--- src/rtl/spike_event_encoder.sv ---
// Spike event encoder: timestamps output-layer spike pulses, queues them in a small FIFO
// and streams each 16-bit event {ch_id, ts} out as two bytes over valid/ready.
module spike_event_encoder #(
  parameter int NUM_CH     = 2,
  parameter int TS_WIDTH   = 14,
  parameter int FIFO_DEPTH = 8
) (
  input  logic              clk,
  input  logic              rst,
  input  logic              en,
  input  logic [NUM_CH-1:0] spike_in,
  output logic [7:0]        out_byte,
  output logic              out_valid,
  input  logic              out_ready,
  output logic [3:0]        fifo_count,
  output logic              overflow
);

  localparam int AW = (FIFO_DEPTH > 1) ? $clog2(FIFO_DEPTH) : 1;
  localparam logic [3:0] DEPTH_CNT = 4'(FIFO_DEPTH);

  typedef enum logic [1:0] {IDLE, SEND_HI, SEND_LO} state_t;

  logic [TS_WIDTH-1:0] ts;
  logic [NUM_CH-1:0]   pending;
  logic [TS_WIDTH-1:0] ts_hold [NUM_CH];
  logic [15:0]         mem [FIFO_DEPTH];
  logic [AW-1:0]       wr_ptr;
  logic [AW-1:0]       rd_ptr;
  logic [3:0]          count;
  state_t              state;
  logic [15:0]         shift;

  logic                full;
  logic                nonempty;
  logic                grant_vld;
  logic [1:0]          grant_idx;
  logic [TS_WIDTH-1:0] grant_ts;
  logic [NUM_CH-1:0]   clear;
  logic [NUM_CH-1:0]   capture;
  logic [NUM_CH-1:0]   drop;
  logic                fifo_wr;
  logic                fifo_pop;
  logic [15:0]         head;

  assign full     = (count == DEPTH_CNT);
  assign nonempty = (count != 4'd0);
  assign head     = mem[rd_ptr];
  assign fifo_wr  = grant_vld;
  assign fifo_pop = nonempty && ((state == IDLE) || (state == SEND_LO && out_ready));

  // Lowest-numbered pending channel wins; a full FIFO simply leaves everything pending.
  always_comb begin
    grant_vld = 1'b0;
    grant_idx = 2'd0;
    grant_ts  = '0;
    clear     = '0;
    for (int c = NUM_CH - 1; c >= 0; c--) begin
      if (pending[c]) begin
        grant_idx = 2'(c);
        grant_ts  = ts_hold[c];
      end
    end
    if (|pending && !full) begin
      grant_vld            = 1'b1;
      clear[grant_idx]     = 1'b1;
    end
  end

  // A repeat spike is only lost if its channel is still pending after this edge.
  always_comb begin
    capture = '0;
    drop    = '0;
    for (int c = 0; c < NUM_CH; c++) begin
      if (en && spike_in[c]) begin
        if (pending[c] && !clear[c]) drop[c] = 1'b1;
        else                         capture[c] = 1'b1;
      end
    end
  end

  // Capture / arbitration control
  always_ff @(posedge clk) begin
    if (rst) begin
      ts       <= '0;
      pending  <= '0;
      overflow <= 1'b0;
    end else begin
      if (en) ts <= ts + TS_WIDTH'(1);
      pending <= (pending & ~clear) | capture;
      if (|drop) overflow <= 1'b1;
    end
  end

  always_ff @(posedge clk) begin
    for (int c = 0; c < NUM_CH; c++) begin
      if (capture[c]) ts_hold[c] <= ts;
    end
    if (fifo_wr) mem[wr_ptr] <= {grant_idx, grant_ts};
  end

  // FIFO pointers and occupancy
  always_ff @(posedge clk) begin
    if (rst) begin
      wr_ptr <= '0;
      rd_ptr <= '0;
      count  <= '0;
    end else begin
      if (fifo_wr)  wr_ptr <= wr_ptr + AW'(1);
      if (fifo_pop) rd_ptr <= rd_ptr + AW'(1);
      case ({fifo_wr, fifo_pop})
        2'b10:   count <= count + 4'd1;
        2'b01:   count <= count - 4'd1;
        default: count <= count;
      endcase
    end
  end

  assign fifo_count = count;

  // Byte serializer: high byte, then low byte, back-to-back when more events wait
  always_ff @(posedge clk) begin
    if (rst) begin
      state     <= IDLE;
      out_valid <= 1'b0;
      out_byte  <= 8'd0;
    end else begin
      case (state)
        IDLE: begin
          if (fifo_pop) begin
            shift     <= head;
            out_byte  <= head[15:8];
            out_valid <= 1'b1;
            state     <= SEND_HI;
          end
        end
        SEND_HI: begin
          if (out_ready) begin
            out_byte <= shift[7:0];
            state    <= SEND_LO;
          end
        end
        SEND_LO: begin
          if (out_ready) begin
            if (fifo_pop) begin
              shift    <= head;
              out_byte <= head[15:8];
              state    <= SEND_HI;
            end else begin
              out_valid <= 1'b0;
              out_byte  <= 8'd0;
              state     <= IDLE;
            end
          end
        end
        default: begin
          out_valid <= 1'b0;
          state     <= IDLE;
        end
      endcase
    end
  end

endmodule

--- config.mk ---
export PLATFORM = sky130hd
export DESIGN_NAME = spike_event_encoder
export DESIGN_NICKNAME = d
export VERILOG_FILES = /design/src/rtl/spike_event_encoder.sv
export SDC_FILE = /design/constraint.sdc
export NUM_CORES = 1
export LEC_CHECK = 0
export CAP_MARGIN = 20
export CORE_MARGIN = 2
export CORE_UTILIZATION = 57
export DETAILED_ROUTE_END_ITERATION = 10
export DONT_BUFFER_PORTS = 1
export PLACE_DENSITY = 0.77
export SLEW_MARGIN = 10
export SYNTH_ARGS = -nofsm -noshare
export SYNTH_HDL_FRONTEND = slang
export SYNTH_SLANG_ARGS = --single-unit
--- constraint.sdc ---
create_clock -name clk -period 2.62 [get_ports clk]
set_clock_uncertainty 0.1 [all_clocks]
set_input_delay 0.262 -clock clk [delete_from_list [all_inputs] [get_ports clk]]
set_output_delay 0.262 -clock clk [all_outputs]
set_load 0.005 [all_outputs]
==> summary.txt, run 1 <==
Status
  – Status: completed

STA
  – Worst-margin pin slew: 0.710 ns
  – Crit path time final: roughly 2.5 ns
  – Hold Fails Final Rpt: 0
  – Final setup violation count: 0
  – RSZ-0062 raised after global routing: false
  – Max-slew headroom: 0.523
  – Slew Limit Fails: 0
  – Max Fclk: approximately 400 MHz
  – Final period util: 0.948
  – Setup TNS: 0 ns

Critical path
  – Worst r2r path cells: 9
  – Worst setup SP type: register
  – Arrival time at the worst endpoint: 2.74 ns
  – CP required: ~2.9 ns
  – Setup crit start: fifo_count[0]
  – FF-to-FF Start: fifo_count[0]
  – Worst R2R Setup Slack: 0.14 ns
  – Crit end category: register
  – CP endpoint: fifo_count[2]
  – CP max FO: 5
  – CP Class: register to register
  – Worst r2r dst: fifo_count[2]

Routing
  – Routed WL: around 14000 um
  – WL met1: 6150 um
  – Initial detailed-routing violation count: slightly above 300
  – Met2 wire len: just over 7000 um
  – Vias post-DR: 4023
  – WL per Instance: roughly 21 um
  – Top layer in use: met4
  – WL met3: between 600 and 700 um
  – Total iterations of the first detailed-routing run: 5
  – Routed Antenna Nets: 0
  – Drc violations: 0
  – Via/cell ratio: 5.99

Global routing
  – Congestion Overflow GR: 0
  – Vias in the first global route: 4143
  – First-pass GRT wire length: approximately 22000 um
  – Largest net degree at the start of global routing: 42
  – Overall global routing resource usage: 0.211
  – Initial antenna violation count: 0

Logic synthesis
  – Seq cells post-synth: 197
  – Synth cell types: 48
  – Seq/Total Area, Yosys: 0.706
  – YS warnings: 0
  – Main synth FF type: edfxtp_1
  – Synthesized Nets: around 470
  – EDFF count, synth: around 160
  – Mean post-synth cell area: ~17 um2
  – Mapped Cells: 454
  – Asr flop ratio synth: 0
  – Post-Syn Area: between 7000 and 8000 um2

Clock network
  – Sink Count: about 200
  – Clock-pin transition on the worst setup and hold timing paths: 0.07 ns
  – Worst-Skew Late Latency: 0.43 ns
  – CTS tree: yes
  – CTS root buffer: clkbuf_16
  – Setup Fix Bufs, Post-CTS: 0
  – Clk buf depth: 2
  – H-Tree Depth: 4
  – Total CTS buffers: 17

Run
  – Maxcap violations: 0

Power and ir drop
  – Leak Pwr: about 3 nW
  – Worst IR drop on VDD: 602 uV
  – PwrDens: about 900 nW/um2

Floorplanning
  – Core area: approximately 13000 um2
  – Starting Density: 0.586
  – Row cnt: 42
  – Io pins: 20
  – Die height: ~120 um
  – Die area: between 10000 and 15000 um2
  – Die Wd: about 120 um

Finish
  – Fill count: 867
  – Layout cells sized above 1: 0.202
  – Area growth syn-to-layout: 12.9%
  – Cell Count, Final, Fillers Out: between 600 and 700
  – Fin util: 0.662
  – Multi-input gate area: between 2000 and 2500 um2
  – Number of diodes: 0
  – Reg area: ~5500 um2
  – Final #Nets: ~500

Worst hold path
  – Worst hold path class: input port to register

Place
  – Placed cells: between 600 and 700
  – RePlAce Congestion: ~0.77
  – Port bufs: 0
  – Post-DP HPWL: between 8000 and 9000 um
[synth_stat cells (2+ instances only)]
cell      count  area share
and4_1        3      0.0034
mux2_2       16       0.023
or3_1         2      0.0016
mux4_1       17       0.057
nor2b_1       3      0.0024
ha_1         12       0.019
buf_6         4      0.0058
nand3_1       5      0.0032
mux4_2       13       0.038
a22o_1       13       0.015
dfxtp_1      41        0.11
nor3_1        4      0.0026
o21bai_1      2      0.0019
nor4_1        2      0.0016
and2_1        2      0.0016
a22oi_1       8      0.0077
nand2b_1      5      0.0040
buf_2         6      0.0039
nand2_1      14      0.0067
mux2i_1       4      0.0051
o211ai_1      2      0.0019
a21oi_1      13      0.0083
clkbuf_1     10      0.0048
o21ai_0       8      0.0051
xnor2_1       4      0.0045
inv_1         3      0.0014
nor2_1       39       0.019
xor2_1       13       0.015
nand4_1       4      0.0032
a211oi_1      9      0.0087
edfxtp_1    156        0.60
[critical path: stages (launching register included)]
cell	delay [ns]
dfxtp_1	0.31
or4b_1	0.57
o21ai_2	0.15
ha_1	0.30
xor2_1	0.18
ha_1	0.16
a21oi_1	0.04
xor2_1	0.15
or3_1	0.31
a21oi_1	0.15
[metrics by stage]
step	worst slack [ns]	power (mW)	area, um2	hold WS [ns]
final	0.138	8.10	8800	0.0239
after global placement	0.224	5.43	8130	0.238
after detailed placement	0.107	5.50	8130	0.237
after global routing	0.0529	8.45	8800	0.0233
after CTS	0.0784	8.15	8790	0.0102
after floorplan	0.117	5.06	7800	0.332
[sequential cells by signal, indices dropped and copies added, names as in the netlist, 2 cells and up, named ones only]
register / flops
wr_ptr: 3
ts: 14
fifo_count: 4
ts_hold: 28
shift: 8
pending: 2
state: 2
rd_ptr: 3
out_byte: 8
mem: 120
[power breakdown]
part	leakage (nW)	total (mW)	switching (mW)	internal (mW)
Sequential	1.79	3.74	0.111	3.63
Combinational	0.932	1.72	0.902	0.822
Clock	0.288	2.64	1.09	1.55
[logic make-up after synthesis]
logic type | count (synthesis) | share of synthesized area
DFF | 197 | 0.706
and+or+nand+nor | 91 | 0.0589
AOI/OAI and AO/OA | 61 | 0.0551
muxes | 50 | 0.123
buffers and inverters | 26 | 0.0180
xor gates and xnor gates | 17 | 0.0191
adders and majority gates | 12 | 0.0193
[per-layer routing]
layer	vias up	global-route usage
met5	-	0
met4	0	0.0712
met3	16	0.0555
met2	107	0.346
met1	2049	0.278
li1	1851	-
[layout make-up]
type,count,area share
inverters,3,0.00128
multi-input cells,231,0.247
clock inverters,12,0.0174
well taps,176,0.0250
clock buffers,20,0.0519
repair buffers,33,0.0319
flip-flops and latches,197,0.626
[how the worst min path moves through the flow]
| stage | slack [ns] | from | cells past startpoint | to |
|---|---|---|---|---|
| floorplan | 0.33 | spike_in[1] | 2 | pending[1] |
| global placement | 0.24 | rst | 1 | out_byte[7] |
| detailed placement | 0.24 | rst | 1 | out_byte[7] |
| CTS | 0.01 | rst | 2 | out_byte[0] |
| global route | 0.02 | rst | 2 | out_byte[0] |
| finish | 0.02 | rst | 2 | out_byte[0] |
[repair_timing]
action,4_1_cts,5_1_grt
resized for setup,0,1
setup endpoints to repair,0,2
hold buffers,4,0
hold endpoints to repair,41,0
[cells in the final DEF (no fill, tap or decap), types with 2 or more instances in the layout]
| cell type | netlist | layout |
|---|---|---|
| edfxtp_1 | 156 | 156 |
| dfxtp_1 | 41 | 41 |
| nor2_1 | 39 | 39 |
| buf_4 | 1 | 28 |
| mux4_1 | 17 | 17 |
| clkbuf_16 | 0 | 17 |
| mux2_2 | 16 | 16 |
| nand2_1 | 14 | 14 |
| a22o_1 | 13 | 13 |
| mux4_2 | 13 | 13 |
| xor2_1 | 13 | 13 |
| a21oi_1 | 13 | 12 |
| ha_1 | 12 | 12 |
| a211oi_1 | 9 | 9 |
| o21ai_0 | 8 | 8 |
| a22oi_1 | 8 | 8 |
| nand2b_1 | 5 | 5 |
| nand3_1 | 5 | 5 |
| nand4_1 | 4 | 4 |
| xnor2_1 | 4 | 4 |
| mux2i_1 | 4 | 4 |
| clkinvlp_4 | 0 | 4 |
| inv_1 | 3 | 3 |
| and4_1 | 3 | 3 |
| clkinv_2 | 0 | 3 |
| bufinv_16 | 0 | 3 |
| dlygate4sd3_1 | 0 | 3 |
| nor2b_1 | 3 | 2 |
| o211ai_1 | 2 | 2 |
| nor3_2 | 0 | 2 |
| and2_1 | 2 | 2 |
| or3_1 | 2 | 2 |
| nor4_1 | 2 | 2 |
| o21bai_1 | 2 | 2 |
| nor3_1 | 4 | 2 |
| clkbuf_8 | 0 | 2 |
| buf_12 | 0 | 2 |
No activity file was read; power rests on OpenSTA's default activity.
==> run 2, diff against run 1 <==
- CAP_MARGIN: 20 -> 10
- REMOVE_ABC_BUFFERS: unset -> 1
==> run 2 against run 1 <==
Clock-buffer cell count up 5. Worst hold slack better by 0.0022 ns. Clock power shrank 6%. Critical path depth is the same. Sequential power barely moved. Cell count is 0.15% lower. Largest power group unchanged. Highest routed layer unchanged.
==> summary.txt, run 2 (synthesis results as in run 1) <==
Status
  – Status: completed

Routing
  – WL per Instance: 21.0 um
  – Via/cell ratio: 5.96
  – Initial detailed-routing violation count: roughly 400
  – Total iterations of the first detailed-routing run: 5
  – Routed Antenna Nets: 0
  – Drc violations: 0
  – Routed WL: around 14000 um
  – Vias post-DR: around 4.0k

Finish
  – Area growth syn-to-layout: 12.4%
  – Reg with most FFs: mem
  – Final #Nets: 500
  – Max FFs per register: between 100 and 150
  – Most frequent cells in the layout: edfxtp_1 (156), dfxtp_1 (40), nor2_1 (39)
  – Fin util: 0.659
  – Layout cells sized above 1: 0.198
  – Number of diodes: 0
  – Regs by FF count: mem x120, ts_hold x28, ts x14
  – Commonest non-fill, non-tap cell in the layout: edfxtp_1

Place
  – Pre-CTS setup slack: between 0.04 and 0.05 ns
  – Post-DP HPWL: between 8000 and 9000 um
  – RePlAce Congestion: 0.743
  – Port bufs: 0

Critical path
  – CP required: around 2.9 ns
  – Worst setup SP type: register
  – CP Class: register to register
  – Crit-path leading delay family: simple AND/OR/NAND/NOR gates
  – Arrival time at the worst endpoint: roughly 2.8 ns
  – Slowest Stage Delay on Critical Path: 0.60 ns
  – Crit end category: register
  – Worst-path cell chain: or4b_1 > o21ai_2 > ha_2 > xor2_1 > ha_1 > a21oi_1 > xor2_1 > or3_1 > a21oi_1
  – CP max FO: 5
  – Buf/Inv on CP: 0
  – Slowest CP cell: or4b_1

Floorplanning
  – Starting Density: 0.586
  – Core area: between 10000 and 15000 um2
  – Io pins: 20
  – Die height: ~120 um
  – Row cnt: 42
  – Die Wd: 121 um
  – Die area: ~15000 um2

Clock network
  – Clk buf depth: 2
  – Total CTS buffers: 17
  – CTS tree: yes
  – H-Tree Depth: 4
  – Sink Count: 197
  – CTS root buffer: clkbuf_16
  – Clock-pin transition on the worst setup and hold timing paths: 0.06 ns
  – Worst-Skew Late Latency: approximately 0.43 ns

STA
  – Crit path time final: between 2 and 2.5 ns
  – Hold Fails Final Rpt: 0
  – WHS: ~0.026 ns
  – Final period util: 0.949
  – Slew Limit Fails: 0
  – Max Fclk: 402 MHz
  – Final setup violation count: 0
  – Worst-margin pin slew: around 1.2 ns
  – Max-slew headroom: 0.187
  – Post-route worst setup slack: 0.133 ns
  – Setup TNS: 0 ns

Power and ir drop
  – PwrDens: 907 nW/um2
  – Leak Pwr: between 3 and 4 nW
  – Overall power: 7.94 mW
  – Internal: just under 6 mW
  – Clock share of power: 0.312
  – Comb power frac: 0.213
  – Sw Pwr: approximately 2.1 mW
  – Seq pwr share: 0.475
  – Worst IR drop on VDD: a little under 500 uV
  – Sw Ratio: 0.260

Global routing
  – Largest net degree at the start of global routing: 42
  – Congestion Overflow GR: 0
  – Vias in the first global route: between 4k and 5k
  – Overall global routing resource usage: 0.207
  – Initial antenna violation count: 0
  – First-pass GRT wire length: about 22000 um

Run
  – Maxcap violations: 0

Worst hold path
  – Worst hold path class: input port to register
==> run 2: changes by cell type in the layout (fill, tap and decap cells not counted), sizes merged <==
cell / before / now
bufinv: 3 / 0
buf: 30 / 29
clkbuf: 20 / 25
clkinvlp: 4 / 1
clkinv: 4 / 6
inv: 4 / 3
==> run 2: worst paths after layout <==
kind | startpoint | end | slack [ns] | cells after the start
worst max-delay path | fifo_count[0] | fifo_count[2] | 0.13 | 9
worst min-delay path | out_ready | out_valid | 0.03 | 3
worst max register to register | fifo_count[0] | fifo_count[2] | 0.13 | 9
worst min register to register | rd_ptr[1] | rd_ptr[1] | 0.41 | 2
==> run 2: layer usage <==
layer / global-route usage / wire (um) / share of wire
met2: 0.329 / 6980 / 0.49
met5: 0 / 0 / 0
met4: 0.0596 / 130 / 0.0092
met3: 0.0531 / 636 / 0.045
met1: 0.286 / 6370 / 0.45
==> run 2: tightest hold or removal path, stage by stage <==
cell	delay (ns)
nand2_1	0.04
a211oi_1	0.06
nor3_1	0.15
==> run 2: power groups by stage <==
stage / Sequential, mW / Combinational (mW) / Clock [mW]
global route: 3.80 / 1.86 / 2.61
global placement: 3.83 / 1.56 / 0
CTS: 3.77 / 1.67 / 2.50
finish: 3.77 / 1.69 / 2.48
floorplan: 3.90 / 1.05 / 0
detailed placement: 3.84 / 1.63 / 0
==> run 2: what timing repair did <==
item,CTS,global route
gates resized for setup,1,2
hold endpoints to repair,41,0
gates cloned,0,0
pin swaps,0,0
buffers inserted,0,2
hold buffers,4,0
endpoints found under the setup margin,1,1
==> run 2: cell type report <==
| cell class | count | area [um2] |
|---|---|---|
| flip-flops and latches | 197 | 5510 |
| multi-input cells | 231 | 2170 |
| inverters | 3 | 11.3 |
| clock inverters | 7 | 40.0 |
| repair buffers | 32 | 273 |
| fillers | 869 | 4540 |
| clock buffers | 25 | 538 |
| well taps | 176 | 220 |
==> run 2: per-stage QoR <==
stage	cells	area [um2]
final	671	8760
after global routing	671	8760
after CTS	669	8740
after detailed placement	633	8110
after global placement	633	8110
after floorplan	431	7660
==> run 3, diff against run 2 <==
- CORE_UTILIZATION: 57 -> 50
- PLACE_DENSITY: 0.77 -> 0.7
- TNS_END_PERCENT: unset -> 20
==> run 3 against run 2 <==
Sequential power about the same. First-iteration DRC count up 2.3%. Clock-buffer cell count down 4. Setup slack better by 0.071 ns. Die area up 14%. Critical path depth unchanged. Largest cell class unchanged. Largest power group unchanged.
==> summary.txt, run 3 (synthesis results as in run 1) <==
Routing
  – Routed WL: 13800 um
  – Initial detailed-routing violation count: a little over 400
  – Total iterations of the first detailed-routing run: 4
  – Routed Antenna Nets: 0
  – Via/cell ratio: approximately 5.8
  – Vias post-DR: 3944
  – WL per Instance: approximately 20 um
  – Drc violations: 0

Finish
  – Reg with most FFs: mem
  – Commonest non-fill, non-tap cell in the layout: edfxtp_1
  – Regs by FF count: mem x120, ts_hold x28, ts x14
  – Final #Nets: 502
  – Max FFs per register: 120
  – Most frequent cells in the layout: edfxtp_1 (156), dfxtp_1 (40), nor2_1 (39)
  – Number of diodes: 0
  – Final Cell Area: between 8000 and 9000 um2
  – Area growth syn-to-layout: 12.7%
  – Layout cells sized above 1: 0.191
  – Fill count: about 1.1k

Critical path
  – FF-to-FF Start: fifo_count[0]
  – Arrival time at the worst endpoint: roughly 2.7 ns
  – Worst setup SP type: register
  – Worst r2r path cells: 9
  – CP required: 2.88 ns
  – Worst r2r dst: fifo_count[2]
  – CP endpoint: fifo_count[2]
  – Setup crit start: fifo_count[0]
  – Crit end category: register
  – CP Class: register to register
  – Worst R2R Setup Slack: approximately 0.20 ns
  – CP max FO: 5

STA
  – Crit path time final: 2.42 ns
  – Final period util: 0.922
  – RSZ-0062 raised after global routing: false
  – Slew Limit Fails: 0
  – Max Fclk: around 410 MHz
  – Hold Fails Final Rpt: 0
  – Final setup violation count: 0
  – Max-slew headroom: 0.277
  – Worst-margin pin slew: 1.08 ns

Floorplanning
  – Die Wd: between 100 and 150 um
  – Die area: between 15000 and 20000 um2
  – Io pins: 20
  – Core area: between 15000 and 20000 um2
  – Starting Density: 0.513
  – Die height: roughly 130 um
  – Row cnt: 45

Clock network
  – H-Tree Depth: 4
  – Total CTS buffers: 17
  – Worst-Skew Late Latency: around 0.42 ns
  – Clk buf depth: 2
  – CTS root buffer: clkbuf_16
  – CTS tree: yes
  – Clock-pin transition on the worst setup and hold timing paths: about 0.070 ns
  – Sink Count: approximately 200
  – Setup Fix Bufs, Post-CTS: 0

Power and ir drop
  – Worst IR drop on VDD: about 560 uV
  – Leak Pwr: around 3.0 nW
  – Overall power: just under 8 mW
  – PwrDens: about 900 nW/um2

Global routing
  – Largest net degree at the start of global routing: 41
  – M1 GR Usage: 0.249
  – Met2 usage: 0.304
  – Most used routing layer: met2
  – Initial antenna violation count: 0
  – Congestion Overflow GR: 0
  – First-pass GRT wire length: between 20000 and 25000 um
  – Overall global routing resource usage: 0.185
  – Vias in the first global route: approximately 4.1k
  – Met3 usage: 0.0495

Place
  – Dpl cell area: 8150 um2
  – Post-DP HPWL: 8730 um
  – Port bufs: 0
  – RePlAce Congestion: ~0.75

Worst hold path
  – Hold path depth: 2
  – Worst hold path class: input port to register

Status
  – Status: completed

Run
  – Maxcap violations: 0
## run 3: cell count changes in the layout (fill, tap and decap cells not counted), moves of 3 or more
cell,change
clkinv_1,+3
clkinv_2,-3
clkinvlp_4,+3
clkbuf_8,-4
## run 3: worst min-delay path by stage
stage                     start  slack, ns            end
after detailed placement    rst       0.24         ts[11]
after CTS                   rst      0.009         ts[11]
final                       rst       0.03  fifo_count[3]
after global routing        rst       0.02         ts[12]
after global placement      rst       0.24     pending[0]
after floorplan             rst       0.23  fifo_count[2]
## run 3: metal layers
layer | vias up | share of wire
met3 | 12 | 0.046
met5 | - | 0
met4 | 0 | 0.0076
li1 | 1855 | -
met1 | 2021 | 0.45
met2 | 56 | 0.50
## run 3: cell type report
class | instances | area, um2 | area share
clock buffer | 21 | 440 | 0.0502
clock inverter | 11 | 110 | 0.0125
inverter | 3 | 11.3 | 0.00128
multi-input combinational | 231 | 2190 | 0.249
sequential | 197 | 5510 | 0.627
tap | 188 | 235 | 0.0268
timing repair buffer | 34 | 288 | 0.0328
## run 3: timing repair
item	in CTS	in global routing
endpoints found under the hold margin	41	0
pin swaps	0	1
hold buffers	4	0
gates resized for setup	1	4
setup endpoints to repair	1	1
## run 3: report_power, final
part	switching [mW]	internal, mW	total (mW)
combinational	0.897	0.837	1.73
sequential	0.116	3.63	3.75
clock	1.03	1.39	2.42
## run 3: through the flow
stage / instances / TNS [ns] / setup slack, ns / hold WS (ns) / utilization
4_1_cts: 685 / 0 / 0.0736 / 0.00890 / 0.576
5_1_grt: 685 / 0 / 0.00336 / 0.0174 / 0.577
2_1_floorplan: 431 / -2.14 / -0.113 / 0.231 / -
3_3_place_gp: 649 / 0 / 0.208 / 0.238 / 0.536
3_5_place_dp: 649 / 0 / 0.0718 / 0.239 / 0.536
6_report: 685 / 0 / 0.204 / 0.0284 / 0.577
## run 3: worst max-delay path, cell delays in order, from the launching register on
cell and delay [ns]:
dfxtp_1 0.31, or4b_1 0.59, o21ai_4 0.15, ha_4 0.20
xor2_1 0.16, ha_1 0.17, a21oi_1 0.05, xor2_1 0.16
or3_1 0.31, a21oi_1 0.14
